File: src/rtl/wb_stage_pkg.sv
// rtl/wb_stage_pkg.sv - shared constants for the write-back stage
// Purpose: datapath width, register count and MEM/WB ControlSig bit indices.
// Ports: none (package).
package wb_stage_pkg;

  localparam int WORD_SIZE = 16;
  localparam int NUM_REGS  = 4;

  // Bit positions inside MEM_WB_ControlSig
  localparam int CTRL_REGWRITE = 0;
  localparam int CTRL_MEMTOREG = 1;
  localparam int CTRL_PCTOREG  = 2;

endpackage

File: src/rtl/wb_stage_register_file.sv
// rtl/wb_stage_register_file.sv - 4-entry architectural register file with two read ports
// Purpose: one synchronous write port, two combinational read ports, optional
//   write-before-read bypass when WB_BYPASS_EN is defined.
// Ports:
//   Clk, Reset            clock, asynchronous active-high reset (clears all entries)
//   Write_En, Write_Addr, Write_Data   write port, committed on the rising edge
//   Read_Addr1/2, Read_Data1/2         combinational read ports
// Macro: WB_BYPASS_EN - when defined, a read of the address being written this
//   cycle returns the incoming write data instead of the stored value.
module register_file
  import wb_stage_pkg::*;
#(
  parameter int WORD_SIZE = wb_stage_pkg::WORD_SIZE,
  parameter int NUM_REGS  = wb_stage_pkg::NUM_REGS
) (
  input  logic                 Clk,
  input  logic                 Reset,
  input  logic                 Write_En,
  input  logic [1:0]           Write_Addr,
  input  logic [WORD_SIZE-1:0] Write_Data,
  input  logic [1:0]           Read_Addr1,
  input  logic [1:0]           Read_Addr2,
  output logic [WORD_SIZE-1:0] Read_Data1,
  output logic [WORD_SIZE-1:0] Read_Data2
);

  logic [WORD_SIZE-1:0] regs [NUM_REGS];

  // Register 0 is an ordinary register; there is no hard-wired zero.
  always_ff @(posedge Clk or posedge Reset) begin
    if (Reset) begin
      for (int i = 0; i < NUM_REGS; i++) begin
        regs[i] <= '0;
      end
    end else if (Write_En) begin
      regs[Write_Addr] <= Write_Data;
    end
  end

`ifdef WB_BYPASS_EN
  // Write-before-read: a same-cycle read of the destination sees the new value.
  assign Read_Data1 = (Write_En && (Read_Addr1 == Write_Addr)) ? Write_Data : regs[Read_Addr1];
  assign Read_Data2 = (Write_En && (Read_Addr2 == Write_Addr)) ? Write_Data : regs[Read_Addr2];
`else
  assign Read_Data1 = regs[Read_Addr1];
  assign Read_Data2 = regs[Read_Addr2];
`endif

endmodule

File: src/rtl/wb_stage.sv
// rtl/wb_stage.sv - write-back stage: MEM/WB consumer, register file, retire counter, WWD, halt
// Purpose: selects the write-back value, commits it to the register file,
//   counts retired instructions, latches WWD output and holds the halt flag.
// Ports:
//   Clk, Reset                       clock, asynchronous active-high reset
//   MEM_WB_*                         latched MEM/WB bundle (Valid=0 is a bubble)
//   ID_RegisterRs/Rt, ID_ReadData1/2 ID-stage read ports (combinational)
//   WB_WriteData, WB_RegWrite        selected value and effective enable, to forwarding
//   output_port                      last WWD operand
//   num_inst                         retired-instruction count (wraps)
//   is_halted                        sticky, set when HLT retires
// Macro: WB_BYPASS_EN - enables write-before-read bypass on the read ports.
module wb_stage
  import wb_stage_pkg::*;
#(
  parameter int WORD_SIZE = wb_stage_pkg::WORD_SIZE,
  parameter int NUM_REGS  = wb_stage_pkg::NUM_REGS
) (
  input  logic                 Clk,
  input  logic                 Reset,
  input  logic                 MEM_WB_Valid,
  input  logic [2:0]           MEM_WB_ControlSig,
  input  logic                 MEM_WB_IsWWD,
  input  logic                 MEM_WB_IsHalt,
  input  logic [WORD_SIZE-1:0] MEM_WB_PCSource,
  input  logic [WORD_SIZE-1:0] MEM_WB_MemData,
  input  logic [WORD_SIZE-1:0] MEM_WB_ALUOut,
  input  logic [1:0]           MEM_WB_RegisterRd,
  input  logic [1:0]           ID_RegisterRs,
  input  logic [1:0]           ID_RegisterRt,
  output logic [WORD_SIZE-1:0] ID_ReadData1,
  output logic [WORD_SIZE-1:0] ID_ReadData2,
  output logic [WORD_SIZE-1:0] WB_WriteData,
  output logic                 WB_RegWrite,
  output logic [WORD_SIZE-1:0] output_port,
  output logic [WORD_SIZE-1:0] num_inst,
  output logic                 is_halted
);

  logic retire;

  // Once halted nothing retires, so every piece of state freezes.
  assign retire      = MEM_WB_Valid && !is_halted;
  assign WB_RegWrite = retire && MEM_WB_ControlSig[CTRL_REGWRITE];

  // PCtoReg has priority over MemtoReg (JAL/JRL never load).
  always_comb begin
    WB_WriteData = MEM_WB_ALUOut;
    if (MEM_WB_ControlSig[CTRL_PCTOREG]) begin
      WB_WriteData = MEM_WB_PCSource;
    end else if (MEM_WB_ControlSig[CTRL_MEMTOREG]) begin
      WB_WriteData = MEM_WB_MemData;
    end
  end

  always_ff @(posedge Clk or posedge Reset) begin
    if (Reset) begin
      num_inst    <= '0;
      output_port <= '0;
      is_halted   <= 1'b0;
    end else if (retire) begin
      num_inst <= num_inst + WORD_SIZE'(1);
      if (MEM_WB_IsWWD) begin
        output_port <= MEM_WB_ALUOut;
      end
      if (MEM_WB_IsHalt) begin
        is_halted <= 1'b1;
      end
    end
  end

  register_file #(
    .WORD_SIZE (WORD_SIZE),
    .NUM_REGS  (NUM_REGS)
  ) u_register_file (
    .Clk        (Clk),
    .Reset      (Reset),
    .Write_En   (WB_RegWrite),
    .Write_Addr (MEM_WB_RegisterRd),
    .Write_Data (WB_WriteData),
    .Read_Addr1 (ID_RegisterRs),
    .Read_Addr2 (ID_RegisterRt),
    .Read_Data1 (ID_ReadData1),
    .Read_Data2 (ID_ReadData2)
  );

endmodule

File: config.mk
export PLATFORM = sky130hd
export DESIGN_NAME = wb_stage
export DESIGN_NICKNAME = d
export VERILOG_FILES = /design/src/rtl/wb_stage_pkg.sv /design/src/rtl/wb_stage_register_file.sv /design/src/rtl/wb_stage.sv
export SDC_FILE = /design/constraint.sdc
export NUM_CORES = 1
export LEC_CHECK = 0
export CAP_MARGIN = 30
export CORE_MARGIN = 2
export CORE_UTILIZATION = 49
export CTS_BUF_LIST = sky130_fd_sc_hd__clkbuf_4
export DETAILED_ROUTE_END_ITERATION = 7
export GPL_ROUTABILITY_DRIVEN = 0
export PLACE_DENSITY = 0.82
export SETUP_SLACK_MARGIN = 0.02
export SLEW_MARGIN = 10
export SYNTH_ARGS = -nofsm -noshare
export SYNTH_HDL_FRONTEND = slang
export SYNTH_SLANG_ARGS = --single-unit
export TNS_END_PERCENT = 5
File: constraint.sdc
create_clock -name Clk -period 4.1 [get_ports Clk]
set_clock_uncertainty 0.1 [all_clocks]
set_input_delay 0.615 -clock Clk [delete_from_list [all_inputs] [get_ports Clk]]
set_output_delay 0.615 -clock Clk [all_outputs]
set_load 0.005 [all_outputs]
==> results by stage <==
CTS:
- The H-tree level count is 3.
- Once the clock tree was built, the setup fixing pass inserted 0 buffers.
- Gates resized during post-CTS repair numbered 0.
- The clock root buffer is sky130_fd_sc_hd__clkbuf_4.
- The number of hold buffers added after cts is 0.
- The clock net in this run drives a total of 97 sinks.
- The number of buffers inserted during clock tree synthesis is 9.
- The clock transition at the register clock pins on the worst setup and hold paths after CTS is 150 ps.
- The worst-skew pair later-pin latency is 440 ps.
- The clock tree from TritonCTS is yes.
- The clock passes through at most 2 buffers.

Routing:
- Dividing the detail-routed via count by the number of cells gives 5.485.
- The total wirelength of the detailed-routed design is 11950 um.
- Dividing the detail-routed wire length by the instance count gives 19.49 um.
- The detailed router finished its first iteration with 99 violations.
- The pre-antenna-repair detailed-routing pass consisted of 4 iterations.
- The number of nets still failing antenna checks after routing is 0.
- The final route contains 3362 vias.
- In the routed design, unresolved DRC markers number 0.

Worst setup path:
- The slowest stage of the critical path is the sky130_fd_sc_hd__clkdlybuf4s50_1 cell.
- The origin of the critical flop-to-flop path is is_halted$_DFFE_PP0P_.
- The largest stage delay on the critical path is 620 ps.
- The signal on the critical path passes through clkdlybuf4s50_1, buf_4, buf_4, mux2i_1, o21ai_0, clkdlybuf4s50_1.
- The critical path is of the input port to primary output type.
- The element type at the critical path end is a primary output.
- The required arrival time at the worst endpoint is 3380 ps.
- Data on the critical path arrives at its endpoint at 2700 ps.
- Along the worst path, the maximum fanout reaches 11.
- The most critical setup path has its startpoint at MEM_WB_ControlSig[1].
- STA classifies the critical path startpoint as an input port.
- In this run the register-to-register setup slack is 2090 ps.

STA:
- The final critical delay including setup and external delays is 3414 ps.
- The max-slew violation count is 0.
- Setup repair after global routing left no endpoint under its margin.
- The number of hold violations in the final report came to 0.
- The fmax is 292.9 MHz.
- The final cycle utilization of the critical path is 83.28%.
- The tightest slew margin relative to the limit is 50.07%.
- The setup TNS is 0 ps.
- For the pin with the worst max-slew slack, the measured transition is 741.2 ps.
- Setup violations remaining at the end of the flow were counted as 0.

Logic synthesis:
- After synthesis the cells add up to 4883 um2.
- The number of instances in the synthesized netlist is 329.
- The synthesized design contains 0 enable-type register cells.
- Of all flip-flops after synthesis, the portion carrying an async set or reset was 100.0%.
- The synthesized design spends more area on one cell type than any other, namely sky130_fd_sc_hd__dfrtp_1.
- The sequential share of the synthesized area is 49.71%.
- The post-synthesis net count is 392.
- After synthesis, the largest area contributor takes up 49.71% of total cell area.
- The number of storage elements in the synthesis netlist is 97.
- The most used flip-flop cell after synthesis is sky130_fd_sc_hd__dfrtp_1.
- Ranked by total cell area, the synthesized netlist is headed by sky130_fd_sc_hd__dfrtp_1 (50%), sky130_fd_sc_hd__mux2_2 (16%), sky130_fd_sc_hd__mux4_2 (15%), sky130_fd_sc_hd__mux2i_1 (3.3%), sky130_fd_sc_hd__mux2_4 (3.1%).
- The number of warnings reported in the yosys synthesis log is 0.
- The average instance area after synthesis is 14.84 um2.
- In this run, distinct cell masters in the synthesized netlist total 32.

Floorplanning:
- The core footprint is 9729 um2.
- The effective utilization at floorplan is 50.19%.
- The die width is 103.8 um.
- The number of standard-cell rows in the floorplan is 36.
- The floorplan step defined a die boundary enclosing 10780 um2.
- In this run the count of I/O pins placed on the die edge is 144.
- Measured along the y axis, the die boundary spans 103.8 um.

Placed design:
- Once detailed placement completed, the half-perimeter wirelength came to 8701 um.
- The count of buffers added on input and output ports is 143.

Power:
- Overall power consumption after layout is estimated at 2241 uW.
- The peak ir drop on the vdd network is 0.0002441 V.
- The power density normalized to cell area is 337.7 nW/um2.
- The total leakage power is 0.002926 uW.

Outcome:
- The run finished with clean final reports.

Finish:
- The diode insertion count for antenna repair is 0.
- The area taken by flip-flops and latches is 2427 um2.
- From synthesis to final layout, the design area changed by 35.90%.
- The share of post-route cells with drive strength above 1 is 30.63%.
- Measured on the finished design, the core utilization comes to 68.21%.
- The filler cell count is 747.
- The footprint of the multi-input gates is 2333 um2.
- At the end of the flow, the number of nets in the layout was 538.

Global route:
- The largest net degree at the start of global routing is 50.
- For this run, the total global-route usage over all layers was measured as 22.92%.
- The via count of the first global-routing pass is 3593.
- The final global-route overflow total is 0.
- The number of antenna violations at the first check in global routing is 0.
- The wire length of the first global-routing pass is 19180 um.

Worst hold path:
- The worst hold path begins at num_inst[15]$_DFFE_PP0P_.
- The tightest min-delay check is of the flop to flop type.

Job:
- The reported max-cap violation count is 0.
==> report_power, final <==
group | internal [uW] | leakage (uW) | switching, uW
clock network | 313 | 0.0000940 | 313
logic | 333 | 0.00154 | 169
registers | 1050 | 0.00130 | 65.7
total | 1690 | 0.00293 | 548
==> sequential cells by signal, summed over array words and instances (netlist names) <==
name / cells
u_register_file.regs: 64
output_port: 16
is_halted: 1
num_inst: 16
==> critical path, delay by kind of cell <==
kind                   cells  cell delay [ps]
AO/OA/AOI/OAI              1              510
buffers and inverters      4             1480
multiplexers               1               80
==> cells by family (layout without fill, tap and decap cells) <==
| kind of cell | count (synthesis) | count (layout) | synth area share (%) |
|---|---|---|---|
| muxes | 129 | 129 | 37.48 |
| DFF | 97 | 97 | 49.71 |
| and+or+nand+nor | 49 | 49 | 5.560 |
| buffers and inverters | 21 | 172 | 2.511 |
| AOI/OAI and AO/OA | 17 | 17 | 1.794 |
| xor gates and xnor gates | 15 | 15 | 2.690 |
| adders and majority gates | 1 | 1 | 0.2562 |
==> worst paths after layout <==
kind / end / cells past startpoint
hold / removal: num_inst[15]$_DFFE_PP0P_ / 1
setup reg to reg: u_register_file.regs[4]$_DFFE_PP0P_ / 4
hold reg to reg: num_inst[15]$_DFFE_PP0P_ / 1
min in group asynchronous: output_port[8]$_DFFE_PP0P_ / 2
max in group asynchronous: u_register_file.regs[47]$_DFFE_PP0P_ / 3
setup / recovery: WB_WriteData[5] / 6
==> per-layer routing <==
metal,GRT usage (%),vias to the layer above,wire length (um)
li1,-,1515,-
met1,30.28,1729,5162
met2,38.02,105,6000
met3,5.286,13,654
met4,6.950,0,132
met5,0,-,0
==> Yosys cell counts, types with 2 or more instances <==
master and count:
sky130_fd_sc_hd__nand2_1 22, sky130_fd_sc_hd__mux2_2 71, sky130_fd_sc_hd__and4_1 2, sky130_fd_sc_hd__o21ai_0 16
sky130_fd_sc_hd__xnor2_1 9, sky130_fd_sc_hd__nand4_1 4, sky130_fd_sc_hd__mux2i_1 16, sky130_fd_sc_hd__nor2_1 4
sky130_fd_sc_hd__dfrtp_1 97, sky130_fd_sc_hd__mux4_2 32, sky130_fd_sc_hd__and3_1 2, sky130_fd_sc_hd__nand3_1 6
sky130_fd_sc_hd__xor2_1 6, sky130_fd_sc_hd__mux2_4 10, sky130_fd_sc_hd__buf_2 7, sky130_fd_sc_hd__clkbuf_1 8
sky130_fd_sc_hd__buf_6 2
==> metrics by stage <==
stage	instances	area [um2]	hold WS [ps]	setup WS, ps
2_1_floorplan	329	4883	364.7	851.3
3_3_place_gp	597	6455	356.7	750.2
3_5_place_dp	597	6455	373.3	699.8
4_1_cts	613	6636	399.5	700.3
5_1_grt	613	6636	420.0	556.7
6_report	613	6636	397.6	685.5
==> cells in the final DEF (no fill, tap or decap) <==
cell type                         Yosys  layout
sky130_fd_sc_hd__dfrtp_1             97      97
sky130_fd_sc_hd__nor3b_4              1       1
sky130_fd_sc_hd__nand2_1             22      22
sky130_fd_sc_hd__nor3_1               1       1
sky130_fd_sc_hd__bufinv_16            0       3
sky130_fd_sc_hd__nand4b_1             1       1
sky130_fd_sc_hd__a21o_1               1       1
sky130_fd_sc_hd__inv_4                0       1
sky130_fd_sc_hd__nor2_1               4       4
sky130_fd_sc_hd__and2_1               1       1
sky130_fd_sc_hd__nand3b_2             1       1
sky130_fd_sc_hd__clkinv_1             0       1
sky130_fd_sc_hd__mux2_2              71      71
sky130_fd_sc_hd__clkinvlp_4           0       1
sky130_fd_sc_hd__mux2i_1             16      16
sky130_fd_sc_hd__clkdlybuf4s50_1      0     143
sky130_fd_sc_hd__nand3_2              1       1
sky130_fd_sc_hd__clkbuf_4             0      10
sky130_fd_sc_hd__mux2_4              10      10
sky130_fd_sc_hd__buf_4                1      12
sky130_fd_sc_hd__nand3_1              6       6
sky130_fd_sc_hd__o21ai_0             16      16
sky130_fd_sc_hd__nand4_1              4       4
sky130_fd_sc_hd__and2_4               1       1
sky130_fd_sc_hd__xnor2_1              9       9
sky130_fd_sc_hd__clkinv_2             0       1
sky130_fd_sc_hd__xor2_1               6       6
sky130_fd_sc_hd__ha_1                 1       1
sky130_fd_sc_hd__and3_1               2       2
sky130_fd_sc_hd__mux4_2              32      32
sky130_fd_sc_hd__and4_1               2       2
sky130_fd_sc_hd__nor2b_4              1       1
sky130_fd_sc_hd__nor2_2               1       1
==> final cells by class <==
| class | count | area share, % |
|---|---|---|
| Sequential cell | 97 | 36.58 |
| Multi-Input combinational cell | 211 | 35.16 |
| Timing Repair Buffer | 155 | 22.93 |
| Inverter | 1 | 0.09427 |
| Clock inverter | 6 | 1.603 |
| Tap cell | 133 | 2.508 |
| Clock buffer | 10 | 1.131 |
(Power assumes the default switching activity.)
